[config.mk]
export PLATFORM = sky130hd
export DESIGN_NAME = dds_wave_shaper_flat
export DESIGN_NICKNAME = d
export VERILOG_FILES = /design/src/rtl/dds_pkg.sv /design/src/rtl/dds_wave_shaper_if.sv /design/src/rtl/dds_wave_shaper_quarter_sine_rom.sv /design/src/rtl/dds_wave_shaper.sv /design/src/flat_wrapper.sv
export SDC_FILE = /design/constraint.sdc
export NUM_CORES = 1
export LEC_CHECK = 0
export CAP_MARGIN = 20
export CORE_MARGIN = 3
export CORE_UTILIZATION = 35
export CTS_BUF_LIST = sky130_fd_sc_hd__clkbuf_16
export DETAILED_ROUTE_END_ITERATION = 16
export GPL_TIMING_DRIVEN = 0
export PLACE_DENSITY = 0.6
export SLEW_MARGIN = 20
export SYNTH_ARGS = -nofsm -noshare
export SYNTH_HDL_FRONTEND = slang
export SYNTH_SLANG_ARGS = --single-unit
[constraint.sdc]
create_clock -name clk -period 6.8 [get_ports clk]
set_clock_uncertainty 0.1 [all_clocks]
set_input_delay 1.36 -clock clk [delete_from_list [all_inputs] [get_ports clk]]
set_output_delay 1.36 -clock clk [all_outputs]
set_load 0.01 [all_outputs]
[src/rtl/dds_pkg.sv]
// Shared constants and quarter-wave table generator for the DDS phase-to-amplitude stage.
package dds_pkg;

   localparam int unsigned PHASE_W   = 16;
   localparam int unsigned OUT_W     = 12;
   localparam int unsigned LUT_AW    = 8;
   localparam int unsigned ROM_DW    = 11;
   localparam int unsigned ROM_DEPTH = 1 << LUT_AW;

   localparam logic [OUT_W-1:0]  MIDSCALE = 12'd2048;
   localparam logic [ROM_DW-1:0] PEAK     = 11'd2047;

   localparam logic [1:0] WAVE_SINE   = 2'd0;
   localparam logic [1:0] WAVE_SQUARE = 2'd1;
   localparam logic [1:0] WAVE_TRI    = 2'd2;
   localparam logic [1:0] WAVE_SAW    = 2'd3;

   // round(2047*sin(pi*(2*idx+1)/1024)), Taylor series in Q30 so it folds at elaboration
   function automatic logic [ROM_DW-1:0] quarter_sine(input int idx);
      longint x;
      longint x2;
      longint term;
      longint acc;
      x    = (64'sd3373259426 * longint'(2 * idx + 1)) / 64'sd1024;
      x2   = (x * x) >>> 30;
      term = x;
      acc  = x;
      for (int k = 1; k <= 8; k++) begin
         term = -((term * x2) >>> 30) / longint'((2 * k) * (2 * k + 1));
         acc  = acc + term;
      end
      return ROM_DW'((acc * 64'sd2047 + 64'sd536870912) >>> 30);
   endfunction

endpackage

[src/rtl/dds_wave_shaper_if.sv]
// Phase-in / sample-out bundle between the phase accumulator, wave shaper and DAC driver.
interface dds_wave_shaper_if;
   import dds_pkg::*;

   logic [PHASE_W-1:0] phase_in;
   logic               phase_valid;
   logic [1:0]         wave_sel;
   logic [7:0]         amp;
   logic [OUT_W-1:0]   sample;
   logic               sample_valid;

   modport master (
      output phase_in, phase_valid, wave_sel, amp,
      input  sample, sample_valid
   );

   modport slave (
      input  phase_in, phase_valid, wave_sel, amp,
      output sample, sample_valid
   );

endinterface

[src/rtl/dds_wave_shaper_quarter_sine_rom.sv]
// 256x11 quarter-wave sine table with a registered read port; data follows addr by one cycle.
module quarter_sine_rom
   import dds_pkg::*;
(
   input  logic              clk,
   input  logic [LUT_AW-1:0] i_addr,
   output logic [ROM_DW-1:0] o_data
);

   logic [ROM_DW-1:0] w_table [ROM_DEPTH];
   logic [ROM_DW-1:0] r_data;

   for (genvar i = 0; i < ROM_DEPTH; i++) begin : g_rom
      localparam logic [ROM_DW-1:0] Entry = quarter_sine(i);
      assign w_table[i] = Entry;
   end

   always_ff @(posedge clk) begin
      r_data <= w_table[i_addr];
   end

   assign o_data = r_data;

endmodule

[src/rtl/dds_wave_shaper.sv]
// Phase-to-amplitude stage: sine/square/triangle/sawtooth with 8-bit gain, 3-cycle latency,
// 12-bit offset-binary output that holds its level between valid samples.
module dds_wave_shaper
   import dds_pkg::*;
(
   input  logic            clk,
   input  logic            rst,
   dds_wave_shaper_if.slave bus
);

   // Stage 1: captured inputs, phase kept as bits [15:3]
   logic              r1_valid;
   logic [12:0]       r1_phase;
   logic [1:0]        r1_sel;
   logic [7:0]        r1_amp;
   logic [LUT_AW-1:0] w_rom_addr;

   // Stage 2: ROM read with sideband
   logic              r2_valid;
   logic [12:0]       r2_phase;
   logic [1:0]        r2_sel;
   logic [7:0]        r2_amp;
   logic [ROM_DW-1:0] w_rom_data;
   logic [11:0]       w_mag;
   logic [11:0]       w_saw;
   logic signed [11:0] w_s;

   // Stage 3: signed waveform and gain, then scale into the output register
   logic               r3_valid;
   logic signed [11:0] r3_s;
   logic [8:0]         r3_gain;
   logic signed [20:0] w_prod;
   logic [OUT_W-1:0]   w_sample;
   logic [OUT_W-1:0]   r_sample;
   logic               r_sample_valid;
   logic               w_unused_bits;

   // Phase bit 14 selects the falling quarter; the table is built so the mirror is a bit invert
   assign w_rom_addr = r1_phase[11] ? ~r1_phase[10:3] : r1_phase[10:3];

   quarter_sine_rom u_rom (
      .clk    (clk),
      .i_addr (w_rom_addr),
      .o_data (w_rom_data)
   );

   always_comb begin
      w_mag = '0;
      w_s   = '0;
      w_saw = {~r2_phase[12], r2_phase[11:1]};
      case (r2_sel)
         WAVE_SINE:   w_mag = {1'b0, w_rom_data};
         WAVE_SQUARE: w_mag = {1'b0, PEAK};
         WAVE_TRI:    w_mag = {1'b0, (r2_phase[11] ? ~r2_phase[10:0] : r2_phase[10:0])};
         default:     w_mag = '0;
      endcase
      if (r2_sel == WAVE_SAW) begin
         w_s = (w_saw == 12'h800) ? 12'sh801 : $signed(w_saw);
      end else begin
         w_s = r2_phase[12] ? -$signed(w_mag) : $signed(w_mag);
      end
   end

   // |scaled| <= 2047, so product bits [19:8] are the floor-shifted result in 12-bit two's complement
   assign w_prod   = $signed({{9{r3_s[11]}}, r3_s}) * $signed({12'd0, r3_gain});
   assign w_sample = w_prod[19:8] + MIDSCALE;

   assign w_unused_bits = ^{bus.phase_in[2:0], w_prod[20], w_prod[7:0]};

   always_ff @(posedge clk) begin
      if (rst) begin
         r1_valid       <= 1'b0;
         r2_valid       <= 1'b0;
         r3_valid       <= 1'b0;
         r_sample_valid <= 1'b0;
         r_sample       <= MIDSCALE;
      end else begin
         r1_valid       <= bus.phase_valid;
         r2_valid       <= r1_valid;
         r3_valid       <= r2_valid;
         r_sample_valid <= r3_valid;
         if (r3_valid) begin
            r_sample <= w_sample;
         end
      end
   end

   always_ff @(posedge clk) begin
      if (bus.phase_valid) begin
         r1_phase <= bus.phase_in[15:3];
         r1_sel   <= bus.wave_sel;
         r1_amp   <= bus.amp;
      end
      if (r1_valid) begin
         r2_phase <= r1_phase;
         r2_sel   <= r1_sel;
         r2_amp   <= r1_amp;
      end
      if (r2_valid) begin
         r3_s    <= w_s;
         r3_gain <= {1'b0, r2_amp} + 9'd1;
      end
   end

   assign bus.sample       = r_sample;
   assign bus.sample_valid = r_sample_valid;

endmodule

[src/flat_wrapper.sv]
// flat-port wrapper written by rule: the top's interface ports become plain ports
module dds_wave_shaper_flat import dds_pkg::*;
  (clk, rst, bus_phase_in, bus_phase_valid, bus_wave_sel, bus_amp, bus_sample, bus_sample_valid);
  dds_wave_shaper_if bus_i ();
  input  logic clk;
  input  logic rst;
  input wire logic [$bits(bus_i.phase_in)-1:0] bus_phase_in;
  input wire logic [$bits(bus_i.phase_valid)-1:0] bus_phase_valid;
  input wire logic [$bits(bus_i.wave_sel)-1:0] bus_wave_sel;
  input wire logic [$bits(bus_i.amp)-1:0] bus_amp;
  output wire logic [$bits(bus_i.sample)-1:0] bus_sample;
  output wire logic [$bits(bus_i.sample_valid)-1:0] bus_sample_valid;
  assign bus_i.phase_in = bus_phase_in;
  assign bus_i.phase_valid = bus_phase_valid;
  assign bus_i.wave_sel = bus_wave_sel;
  assign bus_i.amp = bus_amp;
  assign bus_sample = bus_i.sample;
  assign bus_sample_valid = bus_i.sample_valid;
  dds_wave_shaper u_core (.clk(clk), .rst(rst), .bus(bus_i));
endmodule
==> results_dict.tcl <==
set metrics [dict create \
    synthArstFlopShare_pct 0 \
    cts_buffer_depth 2 \
    htree_levels 3 \
    synth_xor_area_share_pct 6.20 \
    fp.coreArea_sq_um 29800 \
    pin_count 42 \
    cts_buffers 9 \
    rows 63 \
    ys.flop_type "edfxtp_1" \
    ant_nets 0 \
    ys_warn_count 0 \
    insertion_delay_ns 0.36 \
    synth_area_sq_um 10700 \
    drtIter0Drc 793 \
    start_util_pct 35.8 \
    finalSetupViolations 0 \
    hold_path_class "flop to flop" \
    routed_wl_mm 36.2 \
    ys_types 74 \
    synth_top_family_by_area "adder cells" \
    dieArea_sq_um 32600 \
    crit_path_max_fanout 10 \
    worstMarginPinSlew_ns 1.14 \
    syn_to_final_growth_pct 10.9 \
    grt_max_degree 25 \
    dp_hpwl_mm 27.7 \
    layout-drive-gt1-share_pct 6.58 \
    peakVddDrop_v 0.000173 \
    hold_buffers 0 \
    grt.overflow.total 0 \
    power.leakage_nw 4.82 \
    synth-compound-area-share_pct 18.4 \
    antenna_found_initial 0 \
    die_h_um 180 \
    slew_violations 0 \
    root_buffer "clkbuf_16" \
    synth_fp_nets 1410 \
    ctsResizeCount 0 \
    max_cap_violations 0 \
    drc 0 \
    firstDrtPassIters 6 \
    path_class "flop to flop" \
    postCtsSetupBuffers 0 \
    cp-end-kind "flop" \
    synth_edf_count 67 \
    vias_per_cell 5.69 \
    pwr_density_cell_nw_per_um2 226 \
    timing.slew.headroom_pct 23.2 \
    port_buffers 38 \
    rsz0062_at_grt "false" \
    grt_use_total_pct 21.9 \
    timing.final.crit_share_pct 86.5 \
    outcome "completed" \
    synth.area.mux_share_pct 2.29 \
    vias 9557 \
    grt_pass1_vias 9485 \
    synthAdderAreaFrac_pct 23.0 \
    totalNegativeSetupSlack_ns 0 \
    clk_pin_slew_ns 0.07 \
    cts_tree "built" \
    syn_avg_cell_area_sq_um 8.61 \
    max_freq_mhz 170 \
    synth_cells 1237 \
    nets 1459 \
    fin_total_pwr_w 0.00267 \
    period_minus_slack_ns 5.88 \
    critPathLaunchType "flop" \
    place_congestion 1.02 \
    ys_ff_latch 94 \
    hold_viol 0 \
    yosysSeqAreaShare_pct 24.0 \
    clock-sinks 94 \
    die_width_um 180 \
    worstPathArrival_ns 6.01 \
    diodes 0 \
    synthSimpleGateAreaFrac_pct 17.4 \
    post_drt_wl_per_cell_um 21.5 \
    grt_pass1_wl_mm 55.8 \
    fin_util_pct 39.7 \
    worstPathRequired_ns 6.93 \
]
## per-layer routing
metal | global-route usage [%] | vias up | part of all wire, %
met3 | 4.56 | 130 | 8.4
met2 | 34.7 | 491 | 44
met5 | 0 | - | 0
met1 | 28.9 | 4571 | 42
li1 | - | 4365 | -
met4 | 9.86 | 0 | 4.9
## final timing paths
check | from | end | slack, ns | cells after the start
hold reg to reg | u_core.r1_amp[6] | u_core.r2_amp[6] | 0.32 | 0
setup reg to reg | u_core.r3_gain[1] | u_core.bus.sample[11] | 0.92 | 20
hold / removal | u_core.r1_amp[6] | u_core.r2_amp[6] | 0.32 | 0
setup / recovery | u_core.r3_gain[1] | u_core.bus.sample[11] | 0.92 | 20
## area by class of cell
cell class | instances | area [sq um]
multi-input cells | 925 | 7170
plain buffers | 96 | 479
well taps | 390 | 488
flip-flops and latches | 94 | 2550
clock inverters | 7 | 76.3
repair buffers | 38 | 375
fillers | 3084 | 18000
clock buffers | 9 | 225
inverters | 122 | 458
## Yosys cell counts, types with 6 or more instances
cell	instances	area, sq um
nand2_1	156	586
inv_1	119	447
nor2_1	88	330
fa_1	86	1720
a21oi_1	72	360
edfxtp_1	67	2010
o21ai_0	67	335
ha_1	58	726
and2_1	51	319
clkbuf_1	50	188
xnor2_1	33	289
buf_2	27	135
dfxtp_1	27	541
nand3_1	27	135
o22ai_1	26	163
xor2_1	23	201
nor3_1	18	90.1
nand2b_1	16	100
a211oi_1	15	113
a31oi_1	15	93.8
mux2i_1	12	120
o211ai_1	12	90.1
o311ai_0	11	96.3
a221oi_1	10	87.6
o221ai_1	10	87.6
nor2b_1	9	56.3
a311oi_1	8	70.1
buf_1	8	30.0
and3_1	7	43.8
a21o_1	6	45.0
o21a_1	6	45.0
o31ai_1	6	45.0
## layout by cell type (no fill, tap or decap), types with 33 or more instances in the layout
| cell | n |
|---|---|
| clkbuf_1 | 50 |
| ha_1 | 58 |
| nand2_1 | 156 |
| clkdlybuf4s50_1 | 37 |
| o21ai_0 | 67 |
| fa_1 | 86 |
| inv_1 | 119 |
| xnor2_1 | 33 |
| and2_1 | 51 |
| edfxtp_1 | 67 |
| nor2_1 | 88 |
| a21oi_1 | 72 |
## flip-flops by register name (all words and copies together), names as in the netlist, 8 cells and up
register and count:
u_core.r3_gain 9, u_core.r3_s 12, u_core.r2_amp 8, u_core.bus.sample 12
u_core.r2_phase 13, u_core.r1_phase 13, u_core.r1_amp 8, u_core.u_rom.o_data 11
## power by group
part           switching [W]  total (W)  internal [W]
combinational       0.000918    0.00144      0.000525
clock               0.000246   0.000509      0.000263
sequential         0.0000383   0.000719      0.000681
total                0.00120    0.00267       0.00147
## worst max-delay path: stages, from the launching register on
cell       delay [ns]
edfxtp_1         0.39
clkbuf_1         0.38
nand2_1          0.14
fa_1             0.55
inv_1            0.05
fa_1             0.50
inv_1            0.06
fa_1             0.52
inv_1            0.05
fa_1             0.47
inv_1            0.05
fa_1             0.47
inv_1            0.04
ha_1             0.33
o211ai_1         0.14
a31o_2           0.24
o21ai_0          0.42
a41o_1           0.31
nand2_1          0.09
a2111oi_0        0.38
a211oi_1         0.07
## cell families after synthesis
group	count (synthesis)
muxes	18
DFF	94
and+or+nand+nor	399
adders and majority gates	144
AOI/OAI and AO/OA	301
buffers and inverters	218
xor gates and xnor gates	63
## metrics by stage
| step | cells | instance area, sq um | hold WS (ns) | worst slack (ns) |
|---|---|---|---|---|
| 4_1_cts | 1681 | 11800 | 0.322 | 0.929 |
| 2_1_floorplan | 1237 | 10700 | 0.300 | 1.47 |
| 3_3_place_gp | 1665 | 11500 | 0.304 | 0.978 |
| 5_1_grt | 1681 | 11800 | 0.327 | 0.590 |
| 3_5_place_dp | 1665 | 11500 | 0.305 | 0.940 |
| 6_report | 1681 | 11800 | 0.321 | 0.918 |
No activity file was read; power rests on OpenSTA's default activity.
